==> src/rtl/cc_level_manager.sv <==
// Frogger level tracker: counts goal events up to MAX_LEVEL, then flags the win.
// Optional macro CC_LEVEL_MANAGER_AUTORESTART_EN restarts play after WIN_HOLD_CYCLES in WIN.
module cc_level_manager #(
  parameter int LEVEL_WIDTH     = 5,
  parameter int MAX_LEVEL       = 5,
  parameter int WIN_HOLD_CYCLES = 50000000,
  parameter int HOLD_WIDTH      = 26
) (
  input  logic                   CC_LEVEL_MANAGER_CLOCK_50,
  input  logic                   CC_LEVEL_MANAGER_RESET_InHigh,
  input  logic                   CC_LEVEL_MANAGER_clear_InLow,
  input  logic                   CC_LEVEL_MANAGER_advance_InLow,
  output logic [LEVEL_WIDTH-1:0] CC_LEVEL_MANAGER_level_Out,
  output logic                   CC_LEVEL_MANAGER_levelup_OutHigh,
  output logic                   CC_LEVEL_MANAGER_last_OutLow,
  output logic                   CC_LEVEL_MANAGER_win_OutLow
);

  typedef enum logic {PLAY = 1'b0, WIN = 1'b1} state_t;

  localparam logic [LEVEL_WIDTH-1:0] MaxLevel = LEVEL_WIDTH'(MAX_LEVEL);

  state_t                 state, nextState;
  logic [LEVEL_WIDTH-1:0] level, nextLevel;
  logic                   levelup, nextLevelup;
  logic                   advQ;
  logic                   advEvent;

`ifdef CC_LEVEL_MANAGER_AUTORESTART_EN
  localparam logic [HOLD_WIDTH-1:0] HoldLast = HOLD_WIDTH'(WIN_HOLD_CYCLES - 1);
  logic [HOLD_WIDTH-1:0] holdCnt, nextHold;
`endif

  // falling edge of the active-low goal input, one event per assertion
  assign advEvent = advQ & ~CC_LEVEL_MANAGER_advance_InLow;

  always_ff @(posedge CC_LEVEL_MANAGER_CLOCK_50 or posedge CC_LEVEL_MANAGER_RESET_InHigh) begin
    if (CC_LEVEL_MANAGER_RESET_InHigh) begin
      state   <= PLAY;
      level   <= '0;
      levelup <= 1'b0;
      advQ    <= 1'b1;
`ifdef CC_LEVEL_MANAGER_AUTORESTART_EN
      holdCnt <= '0;
`endif
    end else begin
      state   <= nextState;
      level   <= nextLevel;
      levelup <= nextLevelup;
      advQ    <= CC_LEVEL_MANAGER_advance_InLow;
`ifdef CC_LEVEL_MANAGER_AUTORESTART_EN
      holdCnt <= nextHold;
`endif
    end
  end

  always_comb begin
    nextState   = state;
    nextLevel   = level;
    nextLevelup = 1'b0;
`ifdef CC_LEVEL_MANAGER_AUTORESTART_EN
    nextHold    = '0;
`endif
    // clear wins over a coincident advance; that event is simply dropped
    if (!CC_LEVEL_MANAGER_clear_InLow) begin
      nextState = PLAY;
      nextLevel = '0;
    end else begin
      case (state)
        PLAY: begin
          if (advEvent) begin
            nextLevelup = 1'b1;
            if (level == MaxLevel) nextState = WIN;
            else                   nextLevel = level + LEVEL_WIDTH'(1);
          end
        end
        WIN: begin
`ifdef CC_LEVEL_MANAGER_AUTORESTART_EN
          if (holdCnt == HoldLast) begin
            nextState = PLAY;
            nextLevel = '0;
          end else begin
            nextHold = holdCnt + HOLD_WIDTH'(1);
          end
`endif
        end
        default: nextState = PLAY;
      endcase
    end
  end

  always_comb begin
    CC_LEVEL_MANAGER_level_Out       = level;
    CC_LEVEL_MANAGER_levelup_OutHigh = levelup;
    CC_LEVEL_MANAGER_last_OutLow     = (level != MaxLevel);
    CC_LEVEL_MANAGER_win_OutLow      = (state != WIN);
  end

endmodule

==> config.mk <==
export PLATFORM = sky130hd
export DESIGN_NAME = cc_level_manager
export DESIGN_NICKNAME = d
export VERILOG_FILES = /design/src/rtl/cc_level_manager.sv
export SDC_FILE = /design/constraint.sdc
export NUM_CORES = 1
export LEC_CHECK = 0
export CAP_MARGIN = 20
export CORE_UTILIZATION = 29
export DETAILED_ROUTE_END_ITERATION = 10
export GPL_TIMING_DRIVEN = 1
export SYNTH_ARGS = -nofsm -noshare
export SYNTH_HDL_FRONTEND = slang
export SYNTH_SLANG_ARGS = --single-unit
==> constraint.sdc <==
create_clock -name CC_LEVEL_MANAGER_CLOCK_50 -period 3.6 [get_ports CC_LEVEL_MANAGER_CLOCK_50]
set_input_delay 0.72 -clock CC_LEVEL_MANAGER_CLOCK_50 [delete_from_list [all_inputs] [get_ports CC_LEVEL_MANAGER_CLOCK_50]]
set_output_delay 0.72 -clock CC_LEVEL_MANAGER_CLOCK_50 [all_outputs]
set_load 0.01 [all_outputs]
==> flow_summary.ini <==
[status]
outcome = finished clean

[sta]
fmax_mhz = 399
rsz0062_at_grt = false
slew_headroom_pct = 79.5
worst_slew_pin_slew_ns = 0.306
finalCritPeriodShare_pct = 69.6
fin_skew_ns = 0.00557
maxSlewViolCount = 0
hold_ws_ns = 0.532
fin_setup_tns_ns = 0
hold_viol = 0
timing.final.setup_violations = 0
period_needed_ns = 2.50

[pwr]
ir_worst_vdd_uv = 189
fin_total_pwr_w = 0.000186
p_leak_nw = 0.218
p_per_area_nw_per_um2 = 348

[synth]
ys_top_cells_by_area = dfrtp_1 (45%), dfstp_2 (6.7%), a21oi_1 (6.4%), ha_1 (6.4%), inv_1 (5.8%)
synth_seq_area_share_pct = 51.4
syn_area_per_cell_um2 = 10.3
yosys_warnings = 0
syn_inst = 38
yosysTopAreaCell = dfrtp_1
synth_top_cell_area_share_pct = 44.7
synth-seq-cells = 8
synthDistinctLibCells = 16
synthesis.area_um2 = 392
syn_nets = 44

[setup_path]
reg2reg_slack_ns = 1.88
crit_type = reg -> out
worstReg2RegEnd = CC_LEVEL_MANAGER_level_Out[3]
worstPathMaxFanout = 8
cp_data_required_time_ns = 2.88
critPathLaunchType = register
reg2reg_from = advQ
arrival_ns = 1.78
r2r_cells = 3
startpoint = CC_LEVEL_MANAGER_level_Out[0]
cp-end-kind = output port
worstSetupEndpoint = CC_LEVEL_MANAGER_last_OutLow

[clock_network]
hold_buffers = 0
post_cts_resized = 0
cts_max_path_buffers = 2
numCtsBuffers = 3
cts_tree = yes
cts.sinks = 8
clkTransAtPathRegs_ns = 0.06
root_buffer = clkbuf_4
ctsHtreeMaxLevel = 1
cts_setup_buffers = 0
clock_latency_ns = 0.26

[placed_design]
dp_hpwl_um = 543
gp_congestion = 0.724
place_inst = 62
place_area_um2 = 508
io_buffers = 11

[layout]
n_antenna_cell = 0
layout_commonest_cell = clkdlybuf4s50_1
final_cell_mix = clkdlybuf4s50_1 (11), dfrtp_1 (7), inv_1 (6), a21oi_1 (5), o21ai_0 (4)
syn_to_final_growth_pct = 36.4
drive_above_1_share_pct = 9.62
final_area_um2 = 534
finalNonFillerCells = 66
nNetsFinal = 59

[hold_path]
min_path_type = reg -> reg

[drt]
drc = 0
wl_per_cell_um = 11.5
drt-initial-drc-count = 2
vias = 314
wl_um = 762
drtAntennaViolNets = 0
dr.pass1.iters = 2
routed_via_density = 4.76

[job]
drv_cap = 0

[global_routing]
grt_pass1_wl_um = 1240
grt_antenna_before_repair = 0
grt_use_total_pct = 13.1
grt_pass1_vias = 296
grt_max_degree = 12
grt.overflow.total = 0

[floorplan]
core_um2 = 1190
dieArea_um2 = 1500
die_height_um = 38.8
rows = 12
die_w_um = 38.8
start_util_pct = 33.0
io_pins = 12
-- cells by family (layout without fill, tap and decap cells) --
kind of cell               after synthesis  count (layout)  synth area share, %
AOI/OAI and AO/OA                       11              11                 16.0
and+or+nand+nor                         10              10                 17.6
DFF                                      8               8                 51.4
buffers and inverters                    7              21                 8.63
adders and majority gates                2               2                 6.39
-- how the worst min path moves through the flow --
stage	end	cells after the start	slack, ns	start
floorplan	state	2	0.51	advQ
global placement	state	2	0.53	state
detailed placement	state	2	0.53	advQ
CTS	state	2	0.53	advQ
finish	state	2	0.53	advQ
global route	state	2	0.57	advQ
-- state kept, by name (all words and copies together) (netlist names) --
signal,cells
CC_LEVEL_MANAGER_level_Out,5
CC_LEVEL_MANAGER_levelup_OutHigh,1
advQ,1
state,1
-- power breakdown --
part / total (W) / switching (W) / internal, W
combinational: 0.0000152 / 0.00000757 / 0.00000761
sequential: 0.0000945 / 0.00000200 / 0.0000925
clock: 0.0000762 / 0.0000336 / 0.0000426
total: 0.000186 / 0.0000432 / 0.000143
-- routing by layer --
| metal | track usage [%] | wire [um] | up-vias |
|---|---|---|---|
| li1 | - | - | 162 |
| met1 | 17.1 | 398 | 142 |
| met2 | 16.7 | 308 | 10 |
| met3 | 10.4 | 55 | 0 |
| met4 | 2.59 | 0 | 0 |
| met5 | 0 | 0 | - |
-- Yosys cell counts --
master,instances
dfstp_2,1
buf_6,1
nor2_1,1
ha_1,2
and4bb_2,1
inv_1,6
or4_1,1
o311ai_0,1
or3_1,3
nand3b_1,1
dfrtp_1,7
o41ai_1,1
or3b_1,1
o21ai_0,4
nand3_1,2
a21oi_1,5
-- stage by stage --
step	setup slack (ns)	util, %
5_1_grt	1.02	45.0
3_3_place_gp	1.26	42.8
6_report	1.10	45.0
2_1_floorplan	1.84	-
4_1_cts	1.09	45.0
3_5_place_dp	1.20	42.8
-- worst max-delay path, cell delays in order (launching register included) --
cell and delay (ns):
dfrtp_1 0.43, ha_1 0.22, and4bb_2 0.27, inv_1 0.06
clkdlybuf4s50_1 0.54
-- area by class of cell --
cell class,count,area (um^2)
Timing Repair Buffer,11,110
Tap cell,14,17.5
Clock buffer,4,26.3
Inverter,6,22.5
Multi-Input combinational cell,23,156
Sequential cell,8,201
Fill cell,120,652
Power figures use the tool's default switching activity.
